--- src/rtl/ppr_pkg.sv ---
// Shared constants and loader state encoding for the PPR graph loader and the
// random-walk engine that reads the CSR graph it builds.
package ppr_pkg;

  localparam int ADDR_WIDTH = 13;
  localparam int DATA_WIDTH = 32;
  localparam int NODE_NUM   = 100;
  localparam int PTR_BASE   = 10;
  localparam int NEI_BASE   = 300;
  localparam int CNT_BASE   = 4400;
  localparam int CNT_DEPTH  = 3500;

  typedef enum logic [2:0] {
    IDLE,
    LOAD,
    CLOSE_FIRST,
    CLOSE_LAST,
    FLUSH,
    CLEAR,
    DONE,
    ERR
  } loader_state_t;

endpackage

--- src/rtl/ppr_graph_loader.sv ---
// Streams a src-sorted edge list into BRAM as a CSR graph (pointer table + neighbour list).
// Define GRAPH_LOADER_ZERO_COUNTERS_EN to also zero the visit-counter table before done.
module ppr_graph_loader #(
  parameter int ADDR_WIDTH = ppr_pkg::ADDR_WIDTH,
  parameter int DATA_WIDTH = ppr_pkg::DATA_WIDTH,
  parameter int NODE_NUM   = ppr_pkg::NODE_NUM,
  parameter int PTR_BASE   = ppr_pkg::PTR_BASE,
  parameter int NEI_BASE   = ppr_pkg::NEI_BASE,
  parameter int MAX_EDGES  = 4096,
  parameter int CNT_BASE   = ppr_pkg::CNT_BASE,
  parameter int CNT_DEPTH  = ppr_pkg::CNT_DEPTH
) (
  input  logic                  clk,
  input  logic                  rst,
  input  logic                  start,
  input  logic                  s_valid,
  output logic                  s_ready,
  input  logic [DATA_WIDTH-1:0] s_src,
  input  logic [DATA_WIDTH-1:0] s_dst,
  input  logic                  s_last,
  output logic [ADDR_WIDTH-1:0] bram_addr,
  output logic                  bram_we,
  output logic [DATA_WIDTH-1:0] bram_wdata,
  output logic                  busy,
  output logic                  done,
  output logic                  err,
  output logic [DATA_WIDTH-1:0] edge_count
);

  import ppr_pkg::*;

  localparam logic [DATA_WIDTH-1:0] NODE_LAST = DATA_WIDTH'(NODE_NUM);
  localparam logic [DATA_WIDTH-1:0] EDGE_CAP  = DATA_WIDTH'(MAX_EDGES);
  localparam logic [DATA_WIDTH-1:0] PTR_W     = DATA_WIDTH'(PTR_BASE);
  localparam logic [DATA_WIDTH-1:0] NEI_W     = DATA_WIDTH'(NEI_BASE);
  localparam logic [DATA_WIDTH-1:0] ONE_W     = DATA_WIDTH'(1);

  function automatic logic [ADDR_WIDTH-1:0] to_addr(input logic [DATA_WIDTH-1:0] a);
    return ADDR_WIDTH'(a);
  endfunction

  loader_state_t         state;
  logic [DATA_WIDTH-1:0] cur_node;
  logic [DATA_WIDTH-1:0] tgt_node;
  logic [DATA_WIDTH-1:0] edge_idx;
  logic [DATA_WIDTH-1:0] start_idx;
  logic                  flushing;

`ifdef GRAPH_LOADER_ZERO_COUNTERS_EN
  localparam logic [DATA_WIDTH-1:0] CNT_W    = DATA_WIDTH'(CNT_BASE);
  localparam logic [DATA_WIDTH-1:0] CNT_LAST = DATA_WIDTH'(CNT_DEPTH - 1);
  logic [DATA_WIDTH-1:0] clr_idx;
`endif

  logic src_bad;
  logic src_ahead;
  logic src_match;
  logic full;
  logic xfer;

  assign src_bad   = (s_src == '0) || (s_src < cur_node) || (s_src > NODE_LAST);
  assign src_ahead = (s_src > cur_node);
  assign src_match = (s_src == cur_node);
  assign full      = (edge_idx == EDGE_CAP);
  // An edge that would overflow the neighbour list is never written.
  assign xfer      = (state == LOAD) && s_valid && src_match && !full;

  always_comb begin
    s_ready    = 1'b0;
    bram_we    = 1'b0;
    bram_addr  = '0;
    bram_wdata = '0;
    case (state)
      LOAD: begin
        s_ready = !s_valid || src_match;
        if (xfer) begin
          bram_we    = 1'b1;
          bram_addr  = to_addr(NEI_W + edge_idx);
          bram_wdata = s_dst;
        end
      end
      CLOSE_FIRST: begin
        bram_we    = 1'b1;
        bram_addr  = to_addr(PTR_W + (cur_node << 1));
        bram_wdata = NEI_W + start_idx;
      end
      CLOSE_LAST: begin
        bram_we    = 1'b1;
        bram_addr  = to_addr(PTR_W + (cur_node << 1) + ONE_W);
        bram_wdata = NEI_W + edge_idx;
      end
`ifdef GRAPH_LOADER_ZERO_COUNTERS_EN
      CLEAR: begin
        bram_we    = 1'b1;
        bram_addr  = to_addr(CNT_W + clr_idx);
        bram_wdata = '0;
      end
`endif
      default: ;
    endcase
  end

  assign busy       = (state != IDLE);
  assign done       = (state == DONE);
  assign err        = (state == ERR);
  assign edge_count = edge_idx;

  always_ff @(posedge clk or posedge rst) begin
    if (rst) begin
      state     <= IDLE;
      cur_node  <= '0;
      tgt_node  <= '0;
      edge_idx  <= '0;
      start_idx <= '0;
      flushing  <= 1'b0;
`ifdef GRAPH_LOADER_ZERO_COUNTERS_EN
      clr_idx   <= '0;
`endif
    end else begin
      case (state)
        // An error is only left by a fresh start, which restarts the load.
        IDLE, ERR: begin
          if (start) begin
            state     <= LOAD;
            cur_node  <= ONE_W;
            edge_idx  <= '0;
            start_idx <= '0;
            flushing  <= 1'b0;
          end
        end
        LOAD: begin
          if (s_valid) begin
            if (src_bad) begin
              state <= ERR;
            end else if (src_ahead) begin
              tgt_node <= s_src;
              state    <= CLOSE_FIRST;
            end else if (full) begin
              state <= ERR;
            end else begin
              edge_idx <= edge_idx + ONE_W;
              if (s_last) begin
                flushing <= 1'b1;
                state    <= FLUSH;
              end
            end
          end
        end
        FLUSH:       state <= CLOSE_FIRST;
        CLOSE_FIRST: state <= CLOSE_LAST;
        CLOSE_LAST: begin
          cur_node  <= cur_node + ONE_W;
          start_idx <= edge_idx;
          if (flushing) begin
            if (cur_node == NODE_LAST) begin
`ifdef GRAPH_LOADER_ZERO_COUNTERS_EN
              clr_idx <= '0;
              state   <= CLEAR;
`else
              state   <= DONE;
`endif
            end else begin
              state <= CLOSE_FIRST;
            end
          end else if ((cur_node + ONE_W) == tgt_node) begin
            state <= LOAD;
          end else begin
            state <= CLOSE_FIRST;
          end
        end
`ifdef GRAPH_LOADER_ZERO_COUNTERS_EN
        CLEAR: begin
          clr_idx <= clr_idx + ONE_W;
          if (clr_idx == CNT_LAST) state <= DONE;
        end
`endif
        DONE:    state <= IDLE;
        default: state <= IDLE;
      endcase
    end
  end

endmodule

--- config.mk ---
export PLATFORM = sky130hd
export DESIGN_NAME = ppr_graph_loader
export DESIGN_NICKNAME = d
export VERILOG_FILES = /design/src/rtl/ppr_pkg.sv /design/src/rtl/ppr_graph_loader.sv
export SDC_FILE = /design/constraint.sdc
export NUM_CORES = 1
export LEC_CHECK = 0
export CAP_MARGIN = 20
export CELL_PAD_IN_SITES_DETAIL_PLACEMENT = 0
export CELL_PAD_IN_SITES_GLOBAL_PLACEMENT = 1
export CORE_MARGIN = 5
export CORE_UTILIZATION = 40
export DETAILED_ROUTE_END_ITERATION = 16
export PLACE_DENSITY = 0.83
export SYNTH_ARGS = -nofsm -noshare
export SYNTH_HDL_FRONTEND = slang
export SYNTH_SLANG_ARGS = --single-unit
export TNS_END_PERCENT = 10
--- constraint.sdc ---
create_clock -name clk -period 5.9 [get_ports clk]
set_clock_uncertainty 0.1 [all_clocks]
set_input_delay 0.885 -clock clk [delete_from_list [all_inputs] [get_ports clk]]
set_output_delay 0.885 -clock clk [all_outputs]
set_load 0.1 [all_outputs]
# Yosys cells after proc, flatten, opt, wreduce, memory -nomap -nowiden

Cells that the tools add are included.

Shift-type cells: 0
Equality and inequality tests: 17
Reduce and logical (&&, ||, !) cells: 20
Divide/modulo/power cells: 0
Bitwise gates (word level): 1
Muxes and demuxes: 33
Multiply operators: 0
Order comparisons: 3
Add/sub/neg operators: 6

Operators by type and width:

| kind                  | number |
|---|---|
| $mux 32               | 7 |
| $pmux 32 s2           | 3 |
| $pmux 32 s3           | 1 |
| $add 32x1->32 const B | 2 |
| $add 9x32->32 const A | 2 |
| $eq 32x32->1          | 2 |
| $pmux 13 s3           | 1 |
| $eq 32x13->1 const B  | 1 |
| $eq 32x7->1 const B   | 1 |
| $gt 32x32->1          | 1 |
| $gt 32x7->1 const B   | 1 |
| $logic_not 32->1      | 1 |
| $lt 32x32->1          | 1 |
| $mux 3                | 8 |
| $pmux 3 s5            | 1 |
| $add 13x1->13 const B | 1 |
| $add 4x13->13 const A | 1 |
| $mux 13               | 1 |
| $ne 2x2->1 const B    | 6 |
| $eq 3x3->1 const B    | 3 |
| $mux 1                | 8 |
| $reduce_and 7->1      | 1 |
| $eq 3x2->1 const B    | 2 |
| $reduce_and 6->1      | 1 |
| other kinds (15)      | 23 |

Bits of input ports: 69
Memories kept: 0
ROM bits: 0
Memory bits (writable): 0
Bits in latches: 0
Logic and storage cells: 86
Register bits after elaboration: 132
Output and inout port bits: 82

# Longest topological paths before layout

Depth in word-level cells: 6
Depth in mapped cells: 12
Depth with buffers taken out: 10

# Worst setup path after synthesis

No wires, ideal clock.

Path kind: register -> output
From: register edge_idx[2], in the netlist edge_count[2]
To: output port bram_wdata[18]
Buffers on the path: 0
Stages on the path, launching flop included: 10
Setup slack: 0.261 ns
Required time: 4.915 ns
Arrival time: 4.654 ns
Path through: dfrtp_1 -> inv_1 -> ha_1 -> nor2_1 -> o211ai_1 -> a21oi_1 -> nand2b_1 -> xnor2_1 -> a21oi_1 -> o21ai_0

Longest elaborated chain between the ends: 5
Elaborated cells on any way between the ends: 6
Classes of those cells: add/sub: 1; eq/ne: 1; mux: 2; reduce/logical: 2

Ends and longest elaborated chain:

| element                                               | line                    | text |
|---|---|---|
| from (decl)                                           | ppr_graph_loader.sv:45  | `logic [DATA_WIDTH-1:0] edge_idx;` |
| from (signal assigned)                                | ppr_graph_loader.sv:141 | `edge_idx <= edge_idx + ONE_W;` |
| branches (longest 4 deep; another with $add 9x32->32) | --                      |  |
| $pmux 32 s3 (*)                                       | ppr_graph_loader.sv:73  | `case (state)` |
| to (decl)                                             | ppr_graph_loader.sv:23  | `output logic [DATA_WIDTH-1:0] bram_wdata,` |

Mark *: on every way between the ends.

# Final worst setup path

From: input port s_src[30]
To: output port bram_addr[12]

Longest elaborated chain between the ends: 5

Ends and longest elaborated chain:

| element                         | line                   | text |
|---|---|---|
| from (decl)                     | ppr_graph_loader.sv:18 | `input logic [DATA_WIDTH-1:0] s_src,` |
| $eq 32x32->1                    | ppr_graph_loader.sv:63 | `assign src_match = (s_src == cur_node);` |
| $logic_and 1x1->1 (2 in series) | ppr_graph_loader.sv:66 | `assign xfer = (state == LOAD) && s_valid && src_match && !full;` |
| $mux 13                         | ppr_graph_loader.sv:76 | `if (xfer) begin` |
| $pmux 13 s3                     | ppr_graph_loader.sv:73 |  |
| to (decl)                       | ppr_graph_loader.sv:21 | `output logic [ADDR_WIDTH-1:0] bram_addr,` |

Every way passes these cells.

==> results.md <==
- GPL Wtd Cong: just under 0.9
- Mapped cell area: 0.009816 mm^2
- Final Max Tran Viols: 0
- # DRC: 0
- GRT Total Usage: 22.90%
- Detailed-route via count: 9,361
- Syn nets: 1,321
- Vias in the first global route: 8,968
- Worst hold-check path type: flop to flop
- Initial Util: just over 40%
- Synth warn: 0
- EDFF count, synth: 0
- Vias/cell: 5.680
- Routed wire per std cell: 19.71 um
- First-pass GRT wire length: between 50 and 60 mm
- H-Tree Depth: 4
- Asr flop ratio synth: 100.0%
- Top-Level Pins: 151
- First drt pass iteration count: 5
- Post-CTS Hold Buffers: 0
- Clock transition at path regs: 0.05 ns
- Fmax achieved: 0.2076 GHz
- HPWL Detailed: 24.22 mm
- Clock Tree Root: clkbuf_16
- Row cnt: 57
- Max clock buf depth: 2
- Status: complete, no violations
- Clk Latency, worst-skew pair: 0.42 ns
- P&R area growth vs syn: 26.26%
- P per Cell Area: 315.0 mW/mm^2
- Total setup buffers inserted after CTS: 0
- Worst setup EP type: output port
- Required @ worst endpoint: 4.91 ns
- Unrepaired setup endpoints after global routing: no
- FF+latch count, synth: 132
- Setup TNS Final: 0 ns
- CP Launch Type: input pin
- Leakage power figure: 5.078 nW
- Fin crit share: 81.63%
- VDD IR-drop max: 0.7037 mV
- Mean Syn Cell Area: 8.099 um^2
- CORE AREA: 0.02425 mm^2
- CTS tree: built
- Register area share after synthesis: 33.65%
- Cell area after layout: between 0.01 and 0.015 mm^2
- Worst EP arrival: 3.83 ns
- PortBufs: 150
- Final count of hold timing violations: 0
- Synth Flop Type: dfrtp_1
- Placement Cell Area: ~0.012 mm^2
- Largest net degree at the start of global routing: 67
- Syn Inst Count: between 1,000 and 1,500
- Initial antenna violation count: 0
- Actual slew at the worst max-slew pin: 1.022 ns
- Die height: 166.7 um
- Antenna-violating nets left: 0
- Min Tclk post-route: between 4 and 5 ns
- Antenna diode count: 0
- Largest cells by area after synthesis: dfrtp_1 34%, xnor2_1 8.5%, nand2_1 6.2%, ha_1 5.1%, o21ai_0 4.8%
- First DRT Iteration DRCs: 863
- Routed WL: 32.49 mm
- Setup violators final: 0
- Worst-path maximum fanout: 11
- CTS sink count: between 100 and 150
- Grt ovf: 0
- Slew headroom: 31.65%
- Synth top area share: 33.65%
- Proportion of layout cells with a drive suffix above 1: a little over a tenth
- Synth area leader: dfrtp_1
- DIE AREA: between 0.02 and 0.03 mm^2
- Total design power: 0.003904 W
- MaxCap Viol Count: 0
- Die width: 166.7 um
- CTS resizes: 0
- Crit Path Class: input pin to output port
- Layout Nets: approximately 1,400
- CTS buffer count: 17
- Synth cell types: 68
[sequential cells by signal, indices dropped and copies added (netlist names)]
register and cells:
cur_node 32, start_idx 32, state 3, edge_count 32, tgt_node 32, flushing 1
[worst max-delay path: stages]
cell and delay [ns]:
clkdlybuf4s50_1 0.42, ha_1 0.32, nand4_1 0.19, nor4_2 0.51
nand3_2 0.25, or3_1 0.62, o22ai_1 0.29, buf_4 0.32
[worst paths after layout]
kind | start | end | slack (ns) | cells past startpoint
worst max-delay path | s_src[30] | bram_addr[12] | 1.08 | 8
worst min-delay path | tgt_node[18] | tgt_node[18] | 0.40 | 1
worst max register to register | cur_node[0] | state[1] | 1.94 | 9
worst min register to register | tgt_node[18] | tgt_node[18] | 0.40 | 1
max in group asynchronous | rst | edge_count[14] | 3.74 | 3
min in group asynchronous | rst | cur_node[3] | 0.92 | 2
[metal layers]
metal / track usage (%) / wire length [um]
met1: 33.85 / 15480
met2: 33.90 / 14110
met3: 5.712 / 2421
met4: 5.158 / 479
met5: 0 / 0
[power by group]
part           total (W)  switching [W]  internal (W)
registers        0.00100      0.0000671      0.000936
clock network    0.00102       0.000381      0.000643
logic            0.00188        0.00138      0.000496
total            0.00390        0.00183       0.00207
[metrics by stage]
| step | instances | utilization [%] | setup slack [ns] | hold WS, ns |
|---|---|---|---|---|
| after floorplan | 1212 | - | 0.2606 | 0.3681 |
| after global placement | 1620 | 48.82 | 1.243 | 0.3823 |
| after detailed placement | 1620 | 48.82 | 1.117 | 0.3910 |
| after CTS | 1648 | 51.11 | 1.108 | 0.4068 |
| after global routing | 1648 | 51.11 | 0.9287 | 0.4149 |
| final | 1648 | 51.11 | 1.084 | 0.4013 |
[synth_stat cells (all sizes together), types with 11 or more instances]
master	count
a21oi	52
a22oi	14
and2	29
and3	13
buf	19
clkbuf	64
dfrtp	132
ha	40
inv	52
mux2i	14
nand2	162
nand3	78
nand4	33
nor2	84
nor3	34
nor4	38
o21ai	96
o31ai	11
or3	18
xnor2	95
xor2	39
[final cells by class]
cell class / count / area, um^2
Timing Repair Buffer: 167 / 1949
Multi-Input combinational cell: 944 / 5979
Clock buffer: 22 / 474.2
Tap cell: 324 / 405.4
Inverter: 53 / 201.4
Clock inverter: 6 / 80.08
Fill cell: 2306 / 11860
Sequential cell: 132 / 3303
[cells by family (layout without fill, tap and decap cells)]
group                      after synthesis  in the layout  share of synthesized area [%]
AOI/OAI and AO/OA                      225            225                          13.61
xor gates and xnor gates               134            134                          11.96
adders and majority gates               40             40                          5.099
buffers and inverters                  136            248                          5.570
DFF                                    132            132                          33.65
muxes                                   23             23                          2.460
and+or+nand+nor                        522            522                          27.65
[placed cells by master, fill, tap and decap left out, types with 6 or more instances in the layout]
| cell type | synthesis | routed |
|---|---|---|
| nand2_1 | 162 | 161 |
| dfrtp_1 | 132 | 132 |
| clkdlybuf4s50_1 | 0 | 103 |
| o21ai_0 | 95 | 95 |
| xnor2_1 | 95 | 95 |
| nor2_1 | 82 | 81 |
| nand3_1 | 75 | 75 |
| a21oi_1 | 52 | 51 |
| inv_1 | 50 | 49 |
| ha_1 | 40 | 40 |
| xor2_1 | 39 | 39 |
| buf_12 | 0 | 35 |
| nor3_1 | 31 | 31 |
| nand4_1 | 30 | 30 |
| and2_1 | 29 | 29 |
| buf_4 | 2 | 29 |
| nor4_1 | 28 | 28 |
| clkbuf_16 | 0 | 17 |
| or3_1 | 14 | 14 |
| mux2i_1 | 14 | 14 |
| a22oi_1 | 14 | 14 |
| and3_1 | 13 | 13 |
| o31ai_1 | 11 | 11 |
| o22ai_1 | 10 | 10 |
| and4_1 | 9 | 9 |
| nor4_2 | 9 | 9 |
| mux2_2 | 9 | 9 |
| o211ai_1 | 6 | 6 |
| a22o_1 | 6 | 6 |
Power figures use the tool's default switching activity.
